===== src/rtl/pipelined_adder_pkg.sv =====
// Shared defaults and helpers for the chunked pipelined adder.
package pipelined_adder_pkg;

    localparam int N_DEFAULT      = 16;
    localparam int STAGES_DEFAULT = 4;

    function automatic int chunk_w(input int n, input int stages);
        return n / stages;
    endfunction

endpackage


===== src/rtl/pipelined_adder_stage.sv =====
// One chunk of the pipelined adder: registered W-bit sum plus carry-out.
// Latency 1 cycle. It holds its registers while en is low.
module adder_stage
    import pipelined_adder_pkg::*;
#(
    parameter int W = chunk_w(N_DEFAULT, STAGES_DEFAULT)
) (
    input  logic         clk,
    input  logic         rst,
    input  logic         en,
    input  logic [W-1:0] a,
    input  logic [W-1:0] b,
    input  logic         cin,
    output logic [W-1:0] s,
    output logic         cout
);

    logic [W:0] full;

    assign full = {1'b0, a} + {1'b0, b} + {{W{1'b0}}, cin};

    always_ff @(posedge clk or posedge rst) begin
        if (rst) begin
            s    <= '0;
            cout <= 1'b0;
        end else if (en) begin
            s    <= full[W-1:0];
            cout <= full[W];
        end
    end

endmodule


===== src/rtl/pipelined_adder.sv =====
// Carry-chunked adder: A+B+Cin split over STAGES registered chunks; optional Ovf under PIPELINED_ADDER_OVF_EN.
// Latency is STAGES cycles from the accept cycle to out_valid, with a throughput of one result per cycle.
// A stalled output freezes the whole pipe, and in_ready drops whenever out_valid is held by out_ready low.
module pipelined_adder
    import pipelined_adder_pkg::*;
#(
    parameter int N      = N_DEFAULT,
    parameter int STAGES = STAGES_DEFAULT
) (
    input  logic         clk,
    input  logic         rst,
    input  logic [N-1:0] A,
    input  logic [N-1:0] B,
    input  logic         Cin,
    input  logic         in_valid,
    output logic         in_ready,
    output logic [N-1:0] Sum,
    output logic         Cout,
    output logic         out_valid,
`ifdef PIPELINED_ADDER_OVF_EN
    output logic         Ovf,
`endif
    input  logic         out_ready
);

    localparam int W = chunk_w(N, STAGES);

    logic              en;
    logic [STAGES-1:0] vld;
    logic [STAGES-1:0] carry;
    logic [STAGES-1:0] stg_cin;
    logic [W-1:0]      stg_a   [STAGES];
    logic [W-1:0]      stg_b   [STAGES];
    logic [W-1:0]      stg_sum [STAGES];
    logic [N-1:0]      sum_dat;

    assign out_valid = vld[STAGES-1];
    assign in_ready  = !(out_valid && !out_ready);
    assign en        = in_ready;
    assign Sum       = sum_dat;
    assign Cout      = carry[STAGES-1];

    always_ff @(posedge clk or posedge rst) begin
        if (rst) begin
            vld <= '0;
        end else if (en) begin
            vld[0] <= in_valid;
            for (int k = 1; k < STAGES; k++) begin
                vld[k] <= vld[k-1];
            end
        end
    end

    for (genvar k = 0; k < STAGES; k++) begin : g_stage
        if (k == 0) begin : g_first
            assign stg_a[k]   = A[W-1:0];
            assign stg_b[k]   = B[W-1:0];
            assign stg_cin[k] = Cin;
        end else begin : g_skew
            // Chunk k meets its carry k cycles after acceptance, so its operands wait k cycles.
            logic [W-1:0] dly_a [k];
            logic [W-1:0] dly_b [k];

            always_ff @(posedge clk or posedge rst) begin
                if (rst) begin
                    for (int d = 0; d < k; d++) begin
                        dly_a[d] <= '0;
                        dly_b[d] <= '0;
                    end
                end else if (en) begin
                    dly_a[0] <= A[k*W +: W];
                    dly_b[0] <= B[k*W +: W];
                    for (int d = 1; d < k; d++) begin
                        dly_a[d] <= dly_a[d-1];
                        dly_b[d] <= dly_b[d-1];
                    end
                end
            end

            assign stg_a[k]   = dly_a[k-1];
            assign stg_b[k]   = dly_b[k-1];
            assign stg_cin[k] = carry[k-1];
        end

        adder_stage #(
            .W(W)
        ) u_stage (
            .clk  (clk),
            .rst  (rst),
            .en   (en),
            .a    (stg_a[k]),
            .b    (stg_b[k]),
            .cin  (stg_cin[k]),
            .s    (stg_sum[k]),
            .cout (carry[k])
        );

        if (k == STAGES-1) begin : g_last
            assign sum_dat[k*W +: W] = stg_sum[k];
        end else begin : g_deskew
            // Early chunks finish first and wait here until the top chunk catches up.
            logic [W-1:0] dly_s [STAGES-1-k];

            always_ff @(posedge clk or posedge rst) begin
                if (rst) begin
                    for (int d = 0; d < STAGES-1-k; d++) begin
                        dly_s[d] <= '0;
                    end
                end else if (en) begin
                    dly_s[0] <= stg_sum[k];
                    for (int d = 1; d < STAGES-1-k; d++) begin
                        dly_s[d] <= dly_s[d-1];
                    end
                end
            end

            assign sum_dat[k*W +: W] = dly_s[STAGES-2-k];
        end
    end

`ifdef PIPELINED_ADDER_OVF_EN
    logic [W:0] last_full;
    logic       ovf_nxt;

    assign last_full = {1'b0, stg_a[STAGES-1]} + {1'b0, stg_b[STAGES-1]}
                     + {{W{1'b0}}, stg_cin[STAGES-1]};
    // Carry into the MSB is recovered from the MSB sum bit and its two operand bits.
    assign ovf_nxt   = stg_a[STAGES-1][W-1] ^ stg_b[STAGES-1][W-1]
                     ^ last_full[W-1] ^ last_full[W];

    always_ff @(posedge clk or posedge rst) begin
        if (rst) begin
            Ovf <= 1'b0;
        end else if (en) begin
            Ovf <= ovf_nxt;
        end
    end
`endif

endmodule

===== config.mk =====
export PLATFORM = sky130hd
export DESIGN_NAME = pipelined_adder
export DESIGN_NICKNAME = d
export VERILOG_FILES = /design/src/rtl/pipelined_adder_pkg.sv /design/src/rtl/pipelined_adder_stage.sv /design/src/rtl/pipelined_adder.sv
export SDC_FILE = /design/constraint.sdc
export NUM_CORES = 1
export LEC_CHECK = 0
export BUFFER_PORTS_ARGS = -buffer_cell sky130_fd_sc_hd__buf_2
export CELL_PAD_IN_SITES_DETAIL_PLACEMENT = 0
export CELL_PAD_IN_SITES_GLOBAL_PLACEMENT = 1
export CORE_ASPECT_RATIO = 0.9
export CORE_UTILIZATION = 47
export CTS_CLUSTER_DIAMETER = 200
export CTS_CLUSTER_SIZE = 8
export DETAILED_ROUTE_END_ITERATION = 12
export GPL_TIMING_DRIVEN = 0
export PLACE_DENSITY_LB_ADDON = 0.1
export SYNTH_ARGS = -nofsm -noshare
export SYNTH_HDL_FRONTEND = slang
export SYNTH_SLANG_ARGS = --single-unit

===== constraint.sdc =====
create_clock -name clk -period 7.1 [get_ports clk]
set_input_delay 0.355 -clock clk [delete_from_list [all_inputs] [get_ports clk]]
set_output_delay 0.355 -clock clk [all_outputs]
set_load 0.1 [all_outputs]

# --- Word level (Yosys, flattened, before mapping) ---
# Cells that the tools add are included.
classes:
  reduce_logical: 3
  addsub: 8
ops:
  columns: ["cell", "count"]
  rows:
  - ["adder 4 x 4 -> 5 bit", 4]
  - ["adder 5 x 1 -> 5 bit", 4]
  - ["logical NOT 1 bit", 2]
  - ["logical AND 1 bit", 1]
totals:
  output_inout_bits: 19
  wordCells: 38
  regBits: 96

# --- Depth between registers and ports, before layout ---
depth:
  word_depth: 3
  depth_mapped: 7
  depth_no_buf: 6

# --- Modules after synthesis ---
# Synthesis repeated with hierarchy kept, for this count alone.
unflattened:
  cells_unflattened: 299
  area_unflattened_um2: 4480.5
modules_own_cells:
  columns: ["module", "cells_per_inst", "area_per_inst_um2", "seq_area_each_um2", "instances"]
  rows:
  - ["pipelined_adder", 171, 3064.2, 1901.8, 1]
  - ["adder_stage", 32, 354.1, 125.1, 4]

# --- Least setup slack after synthesis ---
# No wires, ideal clock.
synth_path:
  path_kind: "flip-flop to output port"
  from: "register vld[3]"
  to: "output in_ready"
  stages_incl_launch_ff: 5
  slack_ns: 5.082
  t_required_ns: 6.745
  arrival_time_ns: 1.663
  cell_sequence: "dfrtp_1 > nor2b_4 > buf_6 > inv_2 > buf_2"
synth_via:
  elab_chain_cells: 2
synth_lines:
  columns: ["item", "line_no", "text"]
  rows:
  - ["start: declaration", "pipelined_adder.sv:29", "logic [STAGES-1:0] vld;"]
  - ["start signal: indexed assignment", "pipelined_adder.sv:49", "vld[k] <= vld[k-1];"]
  - ["logical AND 1 bit", "pipelined_adder.sv:38", "assign in_ready = !(out_valid && !out_ready);"]
  - ["logical NOT 1 bit", "pipelined_adder.sv:38", null]
  - ["end: declaration", "pipelined_adder.sv:16", "output logic in_ready,"]
# Every way passes these cells.

# --- Final worst setup path ---
# Ends and elaborated chain as after synthesis.

==> summary by stage <==
Global route
Entering global routing, the biggest net connects 65 pins. The initial antenna violation count is 0. The via count of the first global-routing pass is approximately 3,000. The global-route wire length before repair is approximately 14,000 um. The combined global-route utilization of all metal layers is 0.1973. For this run the aggregate overflow at the end of global routing stands at 0.

Power
The static leakage is around 2.6 nW. Total power for the finished layout comes to 2.377 mW. The largest voltage drop on the vdd net is between 300 and 400 uV. In this run the power density over the cells is about 490 nW/um^2.

Critical path
The worst setup path is captured at a primary output. The cell type of the slowest stage on the worst timing path is sky130_fd_sc_hd__buf_2. The kind of cell with the highest combined delay along the critical path is buffers and inverters. The buffering stage count on the worst path with inverters included is 4. The worst setup path is launched from a register. The critical path is of the reg -> out type. Of all nets on the critical path, the largest fanout is 10. Data arrives at the worst endpoint at between 1500 and 2000 ps.

The biggest cell delay along the critical path is roughly 470 ps. For the worst setup path, the data required time is slightly below 7000 ps. The signal on the critical path passes through nor2b_4, buf_6, inv_2, buf_2, buf_2. The cell repeated most along the worst path is sky130_fd_sc_hd__buf_2.

STA
The number of endpoints failing setup at the final stage is 0. The worst max-slew margin expressed relative to the limit is 0.6770. Once routing completed, OpenROAD measured the worst setup slack at 4938 ps.

Setup total negative slack on the finished layout was measured at 0 ps. The final max-slew violation count is 0. Setup repair after global routing left no endpoint under its margin. The final setup skew is approximately 7.7 ps. The highest clock rate is roughly 0.46 GHz. The actual slew at the worst max-slew pin is between 400 and 500 ps.

On the final layout, the worst hold slack is around 2.8 ps. The time the worst path needs with I/O delays and setup is approximately 2200 ps. Of the available clock period, the critical path in the final layout requires 0.3045. The hold violation total from the final report is 0.

Route
Once detail routing completed, the nets flagged for antenna violations numbered 0. The first detailed-routing pass took 4 iterations. Wires add up to 8053 um.

The per-cell via count in the routed design is between 4 and 5. After detailed routing, the average wire length per cell comes to around 13 um. The violation count after the first detailed-route iteration is around 120. For this run, design rule violations remaining after detail routing come to 0.

The via total after detailed routing is 2,989.

Final layout
The growth of design area from synthesis to finish is 15.47%. In the final layout, the share of cells above drive strength 1 is 0.1916. The number of nets in the finished design is approximately 570. The count of antenna diodes in the layout is 0.

The area of all placed cells without fillers is just under 5000 um^2. The filler cells instantiated in the layout total approximately 820.

Synthesis
The combined area of all synthesized cells is roughly 4200 um^2. The largest total area in the synthesized netlist belongs to sky130_fd_sc_hd__dfrtp_1. The portion of synthesized cell area occupied by the leading cell type is 0.5733. The number of flops mapped to enable cells by yosys is 0. The main flop type after synthesis is sky130_fd_sc_hd__dfrtp_1. For this run, the number of Yosys warnings is 0.

Yosys instantiated no cell more often than sky130_fd_sc_hd__nand2_1. Synthesis produced a netlist whose cell count is 450. When the netlist entered floorplanning its net count stood at around 500. Sorting the synthesized cells by area gives the leading types as sky130_fd_sc_hd__dfrtp_1 (57%), sky130_fd_sc_hd__nand2_1 (20%), sky130_fd_sc_hd__fa_1 (3.8%). The fraction of the yosys area taken by sequential cells is 0.5733.

A synthesized cell averages a little over 9 um^2. The count of different cell masters after synthesis is 24. The fraction of synthesis flops using an asynchronous set or reset pin is 1.000.

Counting instances in the post-synthesis netlist gives the leading cell types as sky130_fd_sc_hd__nand2_1 (228), sky130_fd_sc_hd__dfrtp_1 (96), sky130_fd_sc_hd__o21ai_0 (17). The number of flip-flops and latches in the synthesized netlist is between 90 and 100.

Clocking
The H-tree depth is 3. After clock tree synthesis, the clock-pin slew on the worst setup and hold paths is ~90 ps. After clock tree synthesis, the flow added hold-fix buffers numbering 0. The clock latency at the later pin of the worst-skew pair is 360 ps. Once the clock tree was built, the setup fixing pass inserted 0 buffers. Gates resized during post-CTS repair numbered 0.

The clock tree from TritonCTS is built. Counting the buffers created by CTS gives 9. The maximum buffer depth of the clock tree is 2. The tree is rooted in a sky130_fd_sc_hd__clkbuf_8. Counting every sink on the clock net gives 96.

Floorplan
For this configuration, the core starts out at a cell density of 0.4868. The floorplan step defined a die boundary enclosing roughly 9300 um^2. The floorplan row count is 32. The core region is 8608 um^2. 56 I/O pins were placed. The x dimension of the die is slightly above 100 um. The die outline height is roughly 90 um.

Hold path
The min-delay analysis places its worst path in the category in -> async.

Place
The setup slack after placement is 5138 ps. The count of buffers inserted at the top-level ports is 55. The placed wire-length estimate is ~5700 um. The cell area after placement is roughly 4600 um^2. At the end of routability-driven placement, the weighted congestion stood at between 0.7 and 0.8.

Outcome
The flow ran to the end, and the final reports show no timing, DRC or antenna violations.

Run
The max-cap violation count is 0.
state kept, by name, indices dropped and copies added (netlist names):
signal	cells
g_stage.g_deskew.dly_s	16
g_stage.u_stage.s	16
g_stage.g_skew.dly_b	24
vld	4
g_stage.u_stage.cout	4
g_stage.g_skew.dly_a	24
Sum	8
path summary, 6_finish.rpt:
check	slack [ps]	from	end	cells after the start
worst min register to register	470	g_stage[2].g_deskew.dly_s[3]$_DFFE_PP0N_	g_stage[2].g_deskew.dly_s[3]$_DFFE_PP0N_	2
worst max register to register	5390	g_stage[1].g_skew.dly_a[0]$_DFFE_PP0N_	g_stage[1].u_stage.cout$_DFFE_PP0N_	6
max in group asynchronous	6450	rst	g_stage[0].u_stage.cout$_DFFE_PP0N_	3
worst min-delay path	3	rst	g_stage[2].g_deskew.dly_s[2]$_DFFE_PP0N_	2
min in group clk	180	A[15]	g_stage[3].g_skew.dly_a[11]$_DFFE_PP0N_	3
worst max-delay path	4940	vld[3]$_DFFE_PP0N_	in_ready	5
per-stage QoR:
step / std cells / utilization
2_1_floorplan: 450 / -
3_3_place_gp: 624 / 0.5360
3_5_place_dp: 625 / 0.5395
4_1_cts: 641 / 0.5621
5_1_grt: 641 / 0.5621
6_report: 641 / 0.5621
where the power goes:
part	switching [mW]	internal, mW	leakage (nW)	total (mW)
Combinational	0.773	0.327	1.37	1.10
Sequential	0.135	0.784	1.16	0.919
Clock	0.196	0.164	0.0998	0.359
per-layer routing:
layer | up-vias | global-route usage | wire length, um
li1 | 1514 | - | -
met1 | 1420 | 0.2656 | 3932
met2 | 48 | 0.3159 | 3787
met3 | 7 | 0.04927 | 241
met4 | 0 | 0.05435 | 92
met5 | - | 0 | 0
cell usage in the layout (no fill, tap or decap), types with 2 or more instances in the layout:
| master | instances |
|---|---|
| sky130_fd_sc_hd__nand2_1 | 228 |
| sky130_fd_sc_hd__dfrtp_1 | 96 |
| sky130_fd_sc_hd__buf_2 | 62 |
| sky130_fd_sc_hd__o21ai_0 | 17 |
| sky130_fd_sc_hd__inv_1 | 13 |
| sky130_fd_sc_hd__a21oi_1 | 12 |
| sky130_fd_sc_hd__ha_1 | 12 |
| sky130_fd_sc_hd__nor2_1 | 11 |
| sky130_fd_sc_hd__buf_4 | 10 |
| sky130_fd_sc_hd__clkbuf_8 | 9 |
| sky130_fd_sc_hd__buf_6 | 8 |
| sky130_fd_sc_hd__fa_1 | 8 |
| sky130_fd_sc_hd__nor2b_1 | 4 |
| sky130_fd_sc_hd__xor2_1 | 4 |
| sky130_fd_sc_hd__clkbuf_1 | 4 |
| sky130_fd_sc_hd__a21o_1 | 4 |
| sky130_fd_sc_hd__clkinv_2 | 3 |
| sky130_fd_sc_hd__o21ai_1 | 2 |
| sky130_fd_sc_hd__o21a_1 | 2 |
| sky130_fd_sc_hd__inv_6 | 2 |
kinds of logic after synthesis:
group / synth area share
and+or+nand+nor: 0.2260
DFF: 0.5733
buffers and inverters: 0.06479
AOI/OAI and AO/OA: 0.05136
adders and majority gates: 0.07405
xor gates and xnor gates: 0.01045
area by class of cell:
type                    count  area, um^2  area share
flip-flops and latches     96        2402      0.4965
multi-input cells         310        1516      0.3134
repair buffers             56       302.8     0.06258
plain buffers              29       215.2     0.04448
well taps                 119       148.9     0.03077
clock buffers               9       123.9     0.02560
clock inverters             7       70.07     0.01448
inverters                  15       58.81     0.01215
(Power assumes the default switching activity.)
